[config.mk]
export PLATFORM = sky130hd
export DESIGN_NAME = program_sequencer_flat
export DESIGN_NICKNAME = d
export VERILOG_FILES = /design/src/rtl/program_sequencer_if.sv /design/src/rtl/program_sequencer.sv /design/src/flat_wrapper.sv
export SDC_FILE = /design/constraint.sdc
export NUM_CORES = 1
export LEC_CHECK = 0
export CORE_ASPECT_RATIO = 0.9
export CORE_MARGIN = 2
export CORE_UTILIZATION = 50
export DETAILED_ROUTE_END_ITERATION = 6
export GPL_ROUTABILITY_DRIVEN = 0
export PLACE_DENSITY = 0.71
export SKIP_LAST_GASP = 1
export SLEW_MARGIN = 40
export SYNTH_ARGS = -nofsm -noshare
export SYNTH_HDL_FRONTEND = slang
export SYNTH_SLANG_ARGS = --single-unit
[constraint.sdc]
create_clock -name CLKb -period 3.4 [get_ports CLKb]
set_input_delay 0.68 -clock CLKb [delete_from_list [all_inputs] [get_ports CLKb]]
set_output_delay 0.68 -clock CLKb [all_outputs]
set_load 0.005 [all_outputs]
[src/rtl/program_sequencer_if.sv]
// program_sequencer_if: bundles the load/run/step controls, the datapath
// handshake and the status outputs of program_sequencer.
// master = stimulus / host side, slave = the sequencer itself.
interface program_sequencer_if #(
  parameter int DEPTH = 8
);
  localparam int PW = $clog2(DEPTH);
  localparam int CW = PW + 1;

  logic          LOAD;
  logic [9:0]    IN_DATA;
  logic          RUN;
  logic          MODE_STEP;
  logic          ADV;
  logic          DP_DONE;
  logic [9:0]    INSTR_OUT;
  logic          ISSUE;
  logic [PW-1:0] PC;
  logic [CW-1:0] COUNT;
  logic          BUSY;
  logic          FULL;
  logic          HALT;
  logic          ERR;

  modport master (
    output LOAD, IN_DATA, RUN, MODE_STEP, ADV, DP_DONE,
    input  INSTR_OUT, ISSUE, PC, COUNT, BUSY, FULL, HALT, ERR
  );

  modport slave (
    input  LOAD, IN_DATA, RUN, MODE_STEP, ADV, DP_DONE,
    output INSTR_OUT, ISSUE, PC, COUNT, BUSY, FULL, HALT, ERR
  );
endinterface

[src/rtl/program_sequencer.sv]
// program_sequencer: small instruction buffer plus an issue FSM that hands
// one 10-bit word at a time to a datapath and waits for DP_DONE.
// Optional feature macro: SEQ_WATCHDOG_EN -- when defined, a 4-bit counter
// aborts to DONE with ERR set after 16 WAIT cycles without DP_DONE.
// Reset (CLR) is synchronous, active-high; the buffer itself is never reset.
module program_sequencer #(
  parameter int DEPTH = 8
) (
  input  logic                 CLKb,
  input  logic                 CLR,
  program_sequencer_if.slave   bus
);
  localparam int PW = $clog2(DEPTH);
  localparam int CW = PW + 1;

  typedef enum logic [2:0] {
    S_IDLE  = 3'd0,
    S_ISSUE = 3'd1,
    S_WAIT  = 3'd2,
    S_PAUSE = 3'd3,
    S_DONE  = 3'd4
  } state_t;

  state_t        state_q, state_d;
  logic [PW-1:0] pc_q, pc_d;
  logic [CW-1:0] count_q, count_d;
  logic          err_q, err_d;
  logic          issue_q, issue_d;
  logic          busy_q, busy_d;
  logic          halt_q, halt_d;
`ifdef SEQ_WATCHDOG_EN
  logic [3:0]    wd_q, wd_d;
`endif

  logic [9:0]    mem_q [DEPTH];
  logic          wr_en_s;
  logic [PW-1:0] wr_addr_s;
  logic [9:0]    wr_data_s;
  logic          full_s;
  logic          last_s;

  assign full_s = (count_q == CW'(DEPTH));
  // PC points at the final loaded word
  assign last_s = ({1'b0, pc_q} == (count_q - CW'(1)));

  // Next-state, buffer write and registered-output decode
  always_comb begin
    state_d   = state_q;
    pc_d      = pc_q;
    count_d   = count_q;
    err_d     = err_q;
    wr_en_s   = 1'b0;
    wr_addr_s = count_q[PW-1:0];
    wr_data_s = bus.IN_DATA;
`ifdef SEQ_WATCHDOG_EN
    wd_d      = wd_q;
`endif
    case (state_q)
      S_IDLE: begin
        if (bus.RUN) begin
          if (count_q != {CW{1'b0}}) begin
            state_d = S_ISSUE;
            pc_d    = {PW{1'b0}};
            // a LOAD arriving with an accepted RUN is dropped and flagged
            err_d   = bus.LOAD;
          end else begin
            err_d   = 1'b1;
          end
        end else if (bus.LOAD) begin
          if (full_s) begin
            err_d   = 1'b1;
          end else begin
            wr_en_s = 1'b1;
            count_d = count_q + CW'(1);
          end
        end else begin
          state_d = S_IDLE;
        end
      end
      S_ISSUE: begin
        state_d = S_WAIT;
`ifdef SEQ_WATCHDOG_EN
        wd_d    = 4'd0;
`endif
        if (bus.LOAD) begin
          err_d = 1'b1;
        end else begin
          err_d = err_q;
        end
      end
      S_WAIT: begin
        if (bus.LOAD) begin
          err_d = 1'b1;
        end else begin
          err_d = err_q;
        end
        if (bus.DP_DONE) begin
          if (last_s) begin
            state_d = S_DONE;
          end else begin
            pc_d    = pc_q + PW'(1);
            // step mode is decided here, at completion time only
            state_d = bus.MODE_STEP ? S_PAUSE : S_ISSUE;
          end
        end else begin
`ifdef SEQ_WATCHDOG_EN
          if (wd_q == 4'hF) begin
            state_d = S_DONE;
            err_d   = 1'b1;
          end else begin
            wd_d    = wd_q + 4'd1;
          end
`else
          state_d = S_WAIT;
`endif
        end
      end
      S_PAUSE: begin
        if (bus.LOAD) begin
          err_d = 1'b1;
        end else begin
          err_d = err_q;
        end
        if (bus.ADV) begin
          state_d = S_ISSUE;
        end else begin
          state_d = S_PAUSE;
        end
      end
      S_DONE: begin
        if (bus.RUN) begin
          state_d = S_ISSUE;
          pc_d    = {PW{1'b0}};
          err_d   = 1'b0;
        end else if (bus.LOAD) begin
          // start a fresh program: the new word becomes entry 0
          state_d   = S_IDLE;
          count_d   = CW'(1);
          wr_en_s   = 1'b1;
          wr_addr_s = {PW{1'b0}};
        end else begin
          state_d = S_DONE;
        end
      end
      default: begin
        state_d = S_IDLE;
        pc_d    = {PW{1'b0}};
        count_d = {CW{1'b0}};
      end
    endcase

    issue_d = (state_d == S_ISSUE);
    busy_d  = (state_d == S_ISSUE) || (state_d == S_WAIT) || (state_d == S_PAUSE);
    halt_d  = (state_d == S_DONE);
  end

  // FSM, counters and status flags; CLR overrides every input
  always_ff @(posedge CLKb) begin
    if (CLR) begin
      state_q <= S_IDLE;
      pc_q    <= {PW{1'b0}};
      count_q <= {CW{1'b0}};
      err_q   <= 1'b0;
      issue_q <= 1'b0;
      busy_q  <= 1'b0;
      halt_q  <= 1'b0;
`ifdef SEQ_WATCHDOG_EN
      wd_q    <= 4'd0;
`endif
    end else begin
      state_q <= state_d;
      pc_q    <= pc_d;
      count_q <= count_d;
      err_q   <= err_d;
      issue_q <= issue_d;
      busy_q  <= busy_d;
      halt_q  <= halt_d;
`ifdef SEQ_WATCHDOG_EN
      wd_q    <= wd_d;
`endif
    end
  end

  // Instruction buffer write port; contents survive CLR
  always_ff @(posedge CLKb) begin
    if (wr_en_s && !CLR) begin
      mem_q[wr_addr_s] <= wr_data_s;
    end
  end

  assign bus.INSTR_OUT = mem_q[pc_q];
  assign bus.ISSUE     = issue_q;
  assign bus.PC        = pc_q;
  assign bus.COUNT     = count_q;
  assign bus.BUSY      = busy_q;
  assign bus.FULL      = full_s;
  assign bus.HALT      = halt_q;
  assign bus.ERR       = err_q;
endmodule

[src/flat_wrapper.sv]
// flat-port wrapper written by rule: the top's interface ports become plain ports
module program_sequencer_flat 
#(
  parameter int DEPTH = 8
)
  (CLKb, CLR, bus_LOAD, bus_IN_DATA, bus_RUN, bus_MODE_STEP, bus_ADV, bus_DP_DONE, bus_INSTR_OUT, bus_ISSUE, bus_PC, bus_COUNT, bus_BUSY, bus_FULL, bus_HALT, bus_ERR);
  program_sequencer_if #(.DEPTH(DEPTH)) bus_i ();
  input  logic CLKb;
  input  logic CLR;
  input wire logic [$bits(bus_i.LOAD)-1:0] bus_LOAD;
  input wire logic [$bits(bus_i.IN_DATA)-1:0] bus_IN_DATA;
  input wire logic [$bits(bus_i.RUN)-1:0] bus_RUN;
  input wire logic [$bits(bus_i.MODE_STEP)-1:0] bus_MODE_STEP;
  input wire logic [$bits(bus_i.ADV)-1:0] bus_ADV;
  input wire logic [$bits(bus_i.DP_DONE)-1:0] bus_DP_DONE;
  output wire logic [$bits(bus_i.INSTR_OUT)-1:0] bus_INSTR_OUT;
  output wire logic [$bits(bus_i.ISSUE)-1:0] bus_ISSUE;
  output wire logic [$bits(bus_i.PC)-1:0] bus_PC;
  output wire logic [$bits(bus_i.COUNT)-1:0] bus_COUNT;
  output wire logic [$bits(bus_i.BUSY)-1:0] bus_BUSY;
  output wire logic [$bits(bus_i.FULL)-1:0] bus_FULL;
  output wire logic [$bits(bus_i.HALT)-1:0] bus_HALT;
  output wire logic [$bits(bus_i.ERR)-1:0] bus_ERR;
  assign bus_i.LOAD = bus_LOAD;
  assign bus_i.IN_DATA = bus_IN_DATA;
  assign bus_i.RUN = bus_RUN;
  assign bus_i.MODE_STEP = bus_MODE_STEP;
  assign bus_i.ADV = bus_ADV;
  assign bus_i.DP_DONE = bus_DP_DONE;
  assign bus_INSTR_OUT = bus_i.INSTR_OUT;
  assign bus_ISSUE = bus_i.ISSUE;
  assign bus_PC = bus_i.PC;
  assign bus_COUNT = bus_i.COUNT;
  assign bus_BUSY = bus_i.BUSY;
  assign bus_FULL = bus_i.FULL;
  assign bus_HALT = bus_i.HALT;
  assign bus_ERR = bus_i.ERR;
  program_sequencer #(.DEPTH(DEPTH)) u_core (.CLKb(CLKb), .CLR(CLR), .bus(bus_i));
endmodule
==> results.toml <==
[cells_and_area]
area_growth_pct = 18.9
fin_cells = 390
antenna_cells = 0
drive_gt1_share_pct = 22.3
final_core_util_pct = 60.4
nets = 306

[yosys]
netlist.area_leader.share_pct = 59.8
synthesis.nets = 258
avgSynthCellArea_sq_um = 16.9
netlist-cell-type-count = 49
yosys_warnings = 0
netlist_instances = 238
netlist_area_sq_um = 4020
ys_top_cells_by_count = "edfxtp_1 (80), nor2_1 (22), mux4_2 (20), dfxtp_1 (17), mux2_2 (10)"
yosysTopAreaCell = "edfxtp_1"
ys_ff_latch = 97
ys.flop_type = "edfxtp_1"
synth_edf_count = 80
synthArstFlopShare_pct = 0
synth.most_common_cell = "edfxtp_1"
synthTopCellsByArea = "edfxtp_1 (60%), mux4_2 (11%), dfxtp_1 (8.5%)"
ys_seq_area_share_pct = 68.2

[clock_network]
hold_buffers = 0
cts_tree = "built"
htree_levels = 3
cts.sinks = 97
clkTransAtPathRegs_ns = 0.09
post_cts_buffers = 0
post_cts_resized = 0
insertion_delay_ns = 0.36
clk_path_buf_depth = 2
cts_root_buf = "clkbuf_8"
numCtsBuffers = 9

[timing]
hold_viol = 0
tightest_slew_ns = 0.584
timing.final.crit_share_pct = 88.2
finalSetupViolCount = 0
fmax_mhz = 334
timing.slew.headroom_pct = 61.0
rsz0062_at_grt = "false"
skew_ns = 0.00798
drv_slew = 0
layout_min_cycle_time_ns = 3.00
tns_ns = 0

[routing]
routedWlPerCell_um = 18.7
firstDrtPassIters = 4
drc = 0
initialDrtViolationCount = 239
wl_met3_um = 239
highest_layer = "met4"
detail-route-antenna-nets = 0
vias = 2216
drt-total-wl_um = 7290
wl_met2_um = 3620
vias_per_cell = 5.68
drt-met1-wl_um = 3380

[critical_path]
worstSetupPathType = "reg2out"
critPathSlowestCell = "mux4_2"
path_cells = "buf_4 > mux4_2 > mux2_2 > clkdlybuf4s50_1"
cpPeakStageDelay_ns = 0.57
critPathLaunchType = "flip-flop"
rrSetupSlack_ns = 0.98
crit_path_end_kind = "output pin"
reg2reg_from = "u_core.bus.COUNT[0]"
crit_path_max_fanout = 20
critPathRequiredTime_ns = 2.72
rr_worst_depth = 7
cp.arrival_ns = 2.32

[global_routing]
antenna_found_initial = 0
grt_pass1_vias = 2104
grt_max_degree = 21
grt_overflow = 0
grt_usage_pct = 17.1
grt_pass1_wl_um = 11200

[worst_hold_path]
worstHoldPathType = "reg2reg"
min-delay-start = "u_core.bus.PC[2]"
hold_depth = 2
whs_endpoint = "u_core.bus.PC[2]"

[floorplanning]
ios = 39
die_y_um = 89.1
dieArea_sq_um = 8770
num_rows = 31
die_w_um = 98.5
core_sq_um = 7910
initial_core_util_pct = 50.8

[power_and_ir_drop]
p_leak_nw = 1.53
p_per_area_nw_per_um2 = 494
vdd_drop_max_uv = 336

[placed_design]
io_buffers = 38
place_hpwl_um = 4600
post-place-cells = 374

[flow_run]
maxCapViolations = 0

[status]
status = "finished clean"
==> registers in the layout, indices dropped and copies added, names as in the netlist, named ones only <==
| name | cells |
|---|---|
| u_core.mem_q | 80 |
| u_core.bus.COUNT | 4 |
| u_core.bus.PC | 3 |
| u_core.state_q | 3 |
| u_core.bus.BUSY | 1 |
| u_core.bus.ERR | 1 |
| u_core.bus.HALT | 1 |
| u_core.bus.ISSUE | 1 |
==> cells in the final DEF, fill, tap and decap left out, types with 3 or more instances in the layout <==
master | netlist | layout
buf_4 | 4 | 12
a31oi_1 | 5 | 5
nor2_1 | 22 | 22
nor3_1 | 3 | 3
nor2b_1 | 3 | 3
clkbuf_8 | 0 | 9
mux4_2 | 20 | 20
nand3_1 | 4 | 4
edfxtp_1 | 80 | 80
bufinv_16 | 0 | 3
mux2_2 | 10 | 10
inv_1 | 5 | 5
nand2_1 | 5 | 5
dfxtp_1 | 17 | 17
clkdlybuf4s50_1 | 0 | 38
ha_1 | 3 | 3
o21bai_1 | 3 | 3
a21oi_1 | 5 | 5
==> metal layers <==
layer,vias to the layer above,track usage (%)
li1,1038,-
met1,1126,23.8
met2,46,27.4
met3,6,4.93
met4,0,3.74
met5,-,0
==> stage by stage <==
step	setup slack [ns]	hold WS, ns	power, mW	instance area [sq um]
after global routing	0.258	0.575	2.44	4780
after CTS	0.340	0.556	2.38	4780
after floorplan	0.920	0.503	1.44	4020
after detailed placement	0.704	0.538	1.51	4540
after global placement	0.753	0.533	1.51	4540
final	0.401	0.552	2.36	4780
==> cells by family (layout without fill, tap and decap cells) <==
| family | Yosys count | in the layout | share of synthesized area (%) |
|---|---|---|---|
| xor+xnor | 3 | 3 | 0.654 |
| flops | 97 | 97 | 68.2 |
| compound gates | 33 | 33 | 6.82 |
| buf+inv | 18 | 71 | 2.33 |
| fa+ha+maj | 3 | 3 | 0.934 |
| mux | 30 | 30 | 14.0 |
| simple gates | 54 | 54 | 7.03 |
==> layout make-up <==
type	count	area, sq um
fill	615	3130
sequential	97	2740
multi-input combinational	123	1180
timing repair buffer	50	470
clock buffer	9	124
tap	99	124
clock inverter	7	116
inverter	5	18.8
==> where the power goes <==
group          leakage (nW)  total [mW]  internal [mW]  switching (mW)
Clock                 0.121       0.876          0.489           0.387
Sequential            0.858        1.31           1.30          0.0137
Combinational         0.555       0.172         0.0904          0.0819
Total                  1.53        2.36           1.88           0.482
==> critical path, delay by kind of cell (launching register included) <==
| family | cells | cell delay, ns |
|---|---|---|
| buffers and inverters | 2 | 0.80 |
| DFF | 1 | 0.31 |
| muxes | 2 | 0.86 |
==> worst max path at each step <==
stage                                     to  depth (start not counted)  startpoint  slack (ns)
after floorplan           u_core.mem_q[4][0]                          5     bus_RUN        0.92
after global placement      bus_INSTR_OUT[7]                          4   flip-flop        0.75
after detailed placement  u_core.mem_q[4][4]                          6     bus_RUN        0.70
after CTS                   bus_INSTR_OUT[7]                          4   flip-flop        0.34
after global routing        bus_INSTR_OUT[9]                          4   flip-flop        0.26
final                       bus_INSTR_OUT[7]                          4   flip-flop        0.40
Power figures use the tool's default switching activity.
